File: src/rtl/pipe_pkg.sv
// Shared pipeline types and default widths for the EX/MEM boundary.
package pipe_pkg;

    localparam int DEFAULT_XLEN         = 32;
    localparam int DEFAULT_RD_W         = 5;
    localparam int DEFAULT_WB_W         = 3;
    localparam int DEFAULT_M_W          = 3;
    localparam int DEFAULT_REGWRITE_BIT = 0;

    typedef struct packed {
        logic [DEFAULT_XLEN-1:0] pc;
        logic                    zero;
        logic [DEFAULT_XLEN-1:0] alu_result;
        logic [DEFAULT_XLEN-1:0] rs2;
        logic [DEFAULT_RD_W-1:0] rd;
        logic [DEFAULT_WB_W-1:0] wb;
        logic [DEFAULT_M_W-1:0]  m;
    } ex_mem_payload_t;

endpackage

File: src/rtl/pipe_skid_buf.sv
// Generic 2-entry skid buffer: main register drives the output, skid absorbs
// one entry of backpressure. Flush squashes both; reset clears everything.
module pipe_skid_buf
    import pipe_pkg::*;
#(
    parameter type payload_t = ex_mem_payload_t
) (
    input  logic     clk,
    input  logic     rst_n,
    input  logic     flush,
    input  logic     in_valid,
    output logic     in_ready,
    input  payload_t in_data,
    output logic     out_valid,
    input  logic     out_ready,
    output payload_t out_data
);

    logic     main_valid_r, skid_valid_r;
    payload_t main_r, skid_r;
    logic     accept_s, consume_s;
    logic     main_valid_nxt_s, skid_valid_nxt_s;
    logic     load_main_in_s, load_main_skid_s, load_skid_s;

    // Next-state decode: flush wins, then skid drain, then direct or skid load.
    always_comb begin
        accept_s         = in_valid && !skid_valid_r && !flush;
        consume_s        = main_valid_r && out_ready;
        main_valid_nxt_s = main_valid_r;
        skid_valid_nxt_s = skid_valid_r;
        load_main_in_s   = 1'b0;
        load_main_skid_s = 1'b0;
        load_skid_s      = 1'b0;
        if (flush) begin
            main_valid_nxt_s = 1'b0;
            skid_valid_nxt_s = 1'b0;
        end else if (consume_s && skid_valid_r) begin
            load_main_skid_s = 1'b1;
            main_valid_nxt_s = 1'b1;
            skid_valid_nxt_s = 1'b0;
        end else if (accept_s && (!main_valid_r || consume_s)) begin
            load_main_in_s   = 1'b1;
            main_valid_nxt_s = 1'b1;
        end else if (accept_s) begin
            load_skid_s      = 1'b1;
            skid_valid_nxt_s = 1'b1;
        end else if (consume_s) begin
            main_valid_nxt_s = 1'b0;
        end else begin
            main_valid_nxt_s = main_valid_r;
        end
    end

    // Storage registers with synchronous reset.
    always_ff @(posedge clk) begin
        if (!rst_n) begin
            main_valid_r <= 1'b0;
            skid_valid_r <= 1'b0;
            main_r       <= '{default: '0};
            skid_r       <= '{default: '0};
        end else begin
            main_valid_r <= main_valid_nxt_s;
            skid_valid_r <= skid_valid_nxt_s;
            if (load_main_in_s) begin
                main_r <= in_data;
            end else if (load_main_skid_s) begin
                main_r <= skid_r;
            end else begin
                main_r <= main_r;
            end
            if (load_skid_s) begin
                skid_r <= in_data;
            end else begin
                skid_r <= skid_r;
            end
        end
    end

    assign in_ready  = rst_n && !skid_valid_r;
    assign out_valid = main_valid_r;
    assign out_data  = main_r;

endmodule

File: src/rtl/ex_mem_stage.sv
// EX/MEM pipeline boundary with handshake, flush, bubble gating and forwarding tap.
// Optional performance counters are built when EX_MEM_PERF_EN is defined.
module ex_mem_stage
    import pipe_pkg::*;
#(
    parameter int XLEN         = DEFAULT_XLEN,
    parameter int RD_W         = DEFAULT_RD_W,
    parameter int WB_W         = DEFAULT_WB_W,
    parameter int M_W          = DEFAULT_M_W,
    parameter int REGWRITE_BIT = DEFAULT_REGWRITE_BIT
) (
    input  logic            clk,
    input  logic            rst_n,
    input  logic            flush,
    input  logic            in_valid,
    output logic            in_ready,
    input  logic [WB_W-1:0] in_wb,
    input  logic [M_W-1:0]  in_m,
    input  logic [XLEN-1:0] in_pc,
    input  logic            in_zero,
    input  logic [XLEN-1:0] in_alu_result,
    input  logic [XLEN-1:0] in_rs2,
    input  logic [RD_W-1:0] in_rd,
    output logic            out_valid,
    input  logic            out_ready,
    output logic [XLEN-1:0] out_pc,
    output logic            out_zero,
    output logic [XLEN-1:0] out_alu_result,
    output logic [XLEN-1:0] out_writedata,
    output logic [RD_W-1:0] out_rd,
    output logic [WB_W-1:0] out_wb,
    output logic [M_W-1:0]  out_m,
    output logic            fwd_valid,
    output logic [RD_W-1:0] fwd_rd,
    output logic [XLEN-1:0] fwd_data
`ifdef EX_MEM_PERF_EN
    ,
    output logic [31:0]     perf_stall_cnt,
    output logic [31:0]     perf_flush_cnt
`endif
);

    typedef struct packed {
        logic [XLEN-1:0] pc;
        logic            zero;
        logic [XLEN-1:0] alu_result;
        logic [XLEN-1:0] rs2;
        logic [RD_W-1:0] rd;
        logic [WB_W-1:0] wb;
        logic [M_W-1:0]  m;
    } payload_t;

    payload_t in_payload_s, out_payload_s;
    logic     out_valid_s, in_ready_s;

    // Pack EX results into the buffer payload.
    always_comb begin
        in_payload_s.pc         = in_pc;
        in_payload_s.zero       = in_zero;
        in_payload_s.alu_result = in_alu_result;
        in_payload_s.rs2        = in_rs2;
        in_payload_s.rd         = in_rd;
        in_payload_s.wb         = in_wb;
        in_payload_s.m          = in_m;
    end

    pipe_skid_buf #(.payload_t(payload_t)) u_buf (
        .clk       (clk),
        .rst_n     (rst_n),
        .flush     (flush),
        .in_valid  (in_valid),
        .in_ready  (in_ready_s),
        .in_data   (in_payload_s),
        .out_valid (out_valid_s),
        .out_ready (out_ready),
        .out_data  (out_payload_s)
    );

    assign in_ready       = in_ready_s;
    assign out_valid      = out_valid_s;
    assign out_pc         = out_payload_s.pc;
    assign out_zero       = out_payload_s.zero;
    assign out_alu_result = out_payload_s.alu_result;
    assign out_writedata  = out_payload_s.rs2;
    assign out_rd         = out_payload_s.rd;

    // Bubbles carry zeroed control so MEM/WB never write on an empty slot.
    always_comb begin
        if (out_valid_s) begin
            out_wb = out_payload_s.wb;
            out_m  = out_payload_s.m;
        end else begin
            out_wb = {WB_W{1'b0}};
            out_m  = {M_W{1'b0}};
        end
    end

    assign fwd_valid = out_valid_s && out_payload_s.wb[REGWRITE_BIT]
                       && (out_payload_s.rd != {RD_W{1'b0}});
    assign fwd_rd    = out_payload_s.rd;
    assign fwd_data  = out_payload_s.alu_result;

`ifdef EX_MEM_PERF_EN
    logic stall_s, flush_evt_s;

    // With rst_n high, a deasserted in_ready means the skid entry is held.
    assign stall_s     = out_valid_s && !out_ready;
    assign flush_evt_s = flush && (out_valid_s || !in_ready_s);

    // Saturating stall and flush event counters.
    always_ff @(posedge clk) begin
        if (!rst_n) begin
            perf_stall_cnt <= 32'd0;
            perf_flush_cnt <= 32'd0;
        end else begin
            if (stall_s && (perf_stall_cnt != 32'hFFFF_FFFF)) begin
                perf_stall_cnt <= perf_stall_cnt + 32'd1;
            end else begin
                perf_stall_cnt <= perf_stall_cnt;
            end
            if (flush_evt_s && (perf_flush_cnt != 32'hFFFF_FFFF)) begin
                perf_flush_cnt <= perf_flush_cnt + 32'd1;
            end else begin
                perf_flush_cnt <= perf_flush_cnt;
            end
        end
    end
`endif

endmodule
File: config.mk
export PLATFORM = sky130hd
export DESIGN_NAME = ex_mem_stage
export DESIGN_NICKNAME = d
export VERILOG_FILES = /design/src/rtl/pipe_pkg.sv /design/src/rtl/pipe_skid_buf.sv /design/src/rtl/ex_mem_stage.sv
export SDC_FILE = /design/constraint.sdc
export NUM_CORES = 1
export LEC_CHECK = 0
export CAP_MARGIN = 40
export CELL_PAD_IN_SITES_DETAIL_PLACEMENT = 1
export CELL_PAD_IN_SITES_GLOBAL_PLACEMENT = 2
export CORE_MARGIN = 2
export CORE_UTILIZATION = 29
export DETAILED_ROUTE_END_ITERATION = 8
export PLACE_DENSITY = 0.81
export SYNTH_ARGS = -nofsm -noshare
export SYNTH_HDL_FRONTEND = slang
export SYNTH_SLANG_ARGS = --single-unit
export TNS_END_PERCENT = 5
File: constraint.sdc
create_clock -name clk -period 2.1 [get_ports clk]
set_input_delay 0.525 -clock clk [delete_from_list [all_inputs] [get_ports clk]]
set_output_delay 0.525 -clock clk [all_outputs]
set_load 0.1 [all_outputs]
; ---- Word level (Yosys, flattened, before mapping)
; Cells that the tools add are included.
[totals]
reg_bits = 218
inputBits = 113
out_inout_bits = 148
word_cells = 55
[op_classes]
eq_ne = 1
muxes = 17
bitwise_logic = 2
n_reduce_logical = 19
[op_table]
columns = op, n
row1 = $mux 108, 2
row2 = $mux 1, 13
row3 = $logic_and 1x1->1, 8
row4 = $mux 3, 2
row5 = $reduce_bool 5->1, 1
row6 = $reduce_and 2->1, 2
row7 = $logic_not 1->1, 3
row8 = $ne 3x3->1 const B, 1
row9 = $reduce_bool 3->1, 1
row10 = $reduce_or 3->1, 1
row11 = $not 1->1, 2
row12 = $reduce_bool 2->1, 1
row13 = $reduce_or 2->1, 1
row14 = $logic_or 1x1->1, 1

; ---- Depth between registers and ports, before layout
[depth]
depth_word = 8
ltp_mapped = 7
mapped_depth_nobuf = 3

; ---- Hierarchy
; A second synthesis with hierarchy kept.
[hier_totals]
hier_cells = 1066
area_unflattened_um2 = 9577.9
[modules_own_cells]
columns = mod, n_inst, cells_each, area_each_um2, seq_area_each_um2
row1 = pipe_skid_buf, 1, 1021, 9247.6, 4364.2
row2 = ex_mem_stage, 1, 45, 330.3, 0.0

; ---- Least setup slack after synthesis
; No wires, ideal clock.
[synth_timing]
path_kind = register -> output
from = register u_buf.main_valid_r (netlist: u_buf.out_valid)
to = output fwd_valid
arrival_time_ns = 2.920
required_time_ns = 1.575
slack_ns = -1.345
stages_incl_launch_ff = 4
cell_sequence = dfxtp_1 -> clkbuf_1 -> and2_1 -> o21a_1
[synth_between]
elab_chain_len = 2
[synth_lines]
columns = element, line
row1 = "start, declared", pipe_skid_buf.sv:19  ; logic main_valid_r, skid_valid_r;
row2 = "start signal, assigned", pipe_skid_buf.sv:62  ; main_valid_r <= main_valid_nxt_s;
row3 = $logic_and 1x1->1, ex_mem_stage.sv:98  ; assign fwd_valid = out_valid_s && out_payload_s.wb[REGWRITE_BIT]
row4 = $logic_and 1x1->1, ex_mem_stage.sv:99  ; && (out_payload_s.rd != {RD_W{1'b0}});
row5 = "end, declared", ex_mem_stage.sv:33  ; output logic fwd_valid,
; Every way passes these cells.

; ---- Final worst setup path
[layout_timing]
from = register u_buf.main_r (netlist bit u_buf.out_data[7])
to = output fwd_valid
[layout_between]
elab_chain_len = 2
[layout_lines]
columns = element, line
row1 = "start, declared", pipe_skid_buf.sv:20  ; payload_t main_r, skid_r;
row2 = "start signal, assigned", pipe_skid_buf.sv:65  ; main_r <= in_data;
row3 = "start signal, assigned", pipe_skid_buf.sv:67  ; main_r <= skid_r;
row4 = "start signal, assigned", pipe_skid_buf.sv:69  ; main_r <= main_r;
row5 = $reduce_bool 5->1, ex_mem_stage.sv:99
row6 = $logic_and 1x1->1, ex_mem_stage.sv:99
; Every way passes these cells.

==> flow_summary.toml <==
[sta]
relSlewSlack_pct = 54.9
fin_ws_ps = -193
max_freq_mhz = 436
finalHoldViolations = 0
clock_skew_ps = 18.4
tightest_slew_ps = 676
hold_ws_ps = 341
post-route-period-util_pct = 109
rsz0062_at_grt = "yes"
maxSlewViolCount = 0
setup_viol = 1
fin_crit_ps = 2290

[synth]
ys_top_cells_by_area = "dfxtp_1, buf_4, o221a_2"
ys_seq_elements = 218
post_synth.cell_area_avg_um2 = 8.73
synth_top_cell_by_area = "dfxtp_1"
ys_seq_area_share_pct = 41.7
ys.warnings.count = 0
async_reset_ff_share_pct = 0
synth_area_mm2 = 0.0105
ys_types = 33
synth_ff_type = "dfxtp_1"
synth_edf_count = 0
syn-instance-count = 1200
synth_nets = 1313
synthDominantCellAreaShare_pct = 41.7

[route]
num_vias = 9380
drc = 0
wire_per_inst_um = 20.6
final_antenna_net_count = 0
via_per_inst = 5.36
drt_iter0_drc = 494
drt_wl_total_um = 36100
first_pass_iters = 4

[global_route]
antenna_found_initial = 4
grt_pass1_vias = 9439
gr-total-overflow = 0
grt_pass1_wl_um = 55900
grt_max_degree = 110
track_usage_pct = 18.2

[clocking]
path_clk_slew_ps = 60
tritoncts = "built"
h-tree-depth = 1
cts.sinks = 218
ctsRootBufferMaster = "clkbuf_16"
clock_latency_ps = 540
cts_made_buffers = 27
clockBufferDepth = 3
ctsHoldBuffers = 0

[worst_setup_path]
reg2reg_slack_ps = 410
worstSetupEndpointType = "output pin"
worstSetupPathType = "reg -> out"
setup.worst_path.start_class = "flop"
crit_arrival_ps = 1770
cp_data_required_time_ps = 1570
cp_max_fo = 2

[finish]
nNetsFinal = 1381
area_growth_pct = 28.3
drive_gt1_share_pct = 27.5
final_common_cell = "dfxtp_1"
final_area_mm2 = 0.0134
post-route-util_pct = 37.8
final_cell_mix = "dfxtp_1, buf_4, a21oi_1"

[die]
rows = 69
core_area_mm2 = 0.0356
dieArea_mm2 = 0.0376
initial_core_util_pct = 29.4
die_width_um = 194
pin_count = 261
fp.dieH_um = 194

[status]
status = "finished, violations left"
violations = "setup timing"

[hold_path]
hold_path_class = "in -> reg"

[power]
powerDensity_mw_per_mm2 = 889
leakagePower_nw = 5.18
max-vdd-ir-drop_uv = 550
p_total_mw = 11.9

[place]
gp_congestion = 0.721
pre_cts_slack_ps = -81.7
placed_area_mm2 = 0.0125
port_buffers = 260
dpl.hpwl_um = 22700

[job]
drv_cap = 0
cells in the mapped netlist, types with 2 or more instances:
master / number
buf_4: 146
buf_2: 30
o41ai_1: 3
and2_1: 6
nand2_1: 2
a32oi_1: 36
o221a_1: 16
nor2_1: 106
nand3_1: 108
o21ai_0: 107
inv_1: 37
dfxtp_1: 218
a2bb2oi_1: 69
o221a_2: 89
buf_1: 5
o21ai_1: 2
clkbuf_1: 89
a21oi_1: 113
mux2i_1: 3
inv_2: 2
per-layer routing:
metal  GRT usage, %  vias up  routed length (um)
met3           3.51       49                1860
met4           5.19        2                 684
met5              0        -                  12
li1               -     4388                   -
met2           29.4      246               16900
met1           24.7     4695               16600
stage by stage:
stage	std cells	TNS, ps
after CTS	1746	-219
after global routing	1748	-227
after global placement	1699	-8170
after floorplan	1200	-126
final	1749	-193
after detailed placement	1699	-8880
logic make-up (layout without fill, tap and decap cells):
group                  count (synthesis)  count (layout)  share of synthesized area [%]
AOI/OAI and AO/OA                    438             438                           31.2
buffers and inverters                311             396                           16.8
DFF                                  218             218                           41.7
muxes                                  3               3                          0.287
other                                  0               3                              0
and+or+nand+nor                      230             230                           10.0
power breakdown:
part,internal (mW),switching [mW]
Combinational,0.768,2.02
Sequential,4.30,0.126
Clock,2.88,1.85
Total,7.95,3.99
state kept, by name, indices dropped and copies added, names as in the netlist:
signal              count
u_buf.out_data        108
u_buf.skid_r          108
u_buf.out_valid         1
u_buf.skid_valid_r      1
worst max-delay path: stages (launching register included):
cell and delay [ps]:
dfxtp_4 340, or4_4 500, o21a_4 220, buf_12 160
layout make-up:
| type | instances | area [um2] |
|---|---|---|
| tap | 461 | 577 |
| timing repair buffer | 311 | 3000 |
| inverter | 39 | 151 |
| sequential | 218 | 4380 |
| multi-input combinational | 671 | 4420 |
| clock inverter | 5 | 53.8 |
| antenna | 3 | 7.51 |
| fill | 4042 | 22100 |
| clock buffer | 41 | 850 |
path summary, 6_finish.rpt:
kind	startpoint	to	cells after the start
max	u_buf.out_data[7]	fwd_valid	3
min	rst_n	u_buf.out_valid	3
max reg2reg	u_buf.skid_valid_r	u_buf.out_data[43]	5
min reg2reg	u_buf.skid_r[25]	u_buf.skid_r[25]	2
timing repair:
item,CTS,global route
endpoints found under the setup margin,3,2
hold endpoints to repair,0,0
gates resized for setup,6,1
buffers inserted,1,0
Note: power is estimated with default switching activity, not from simulation.
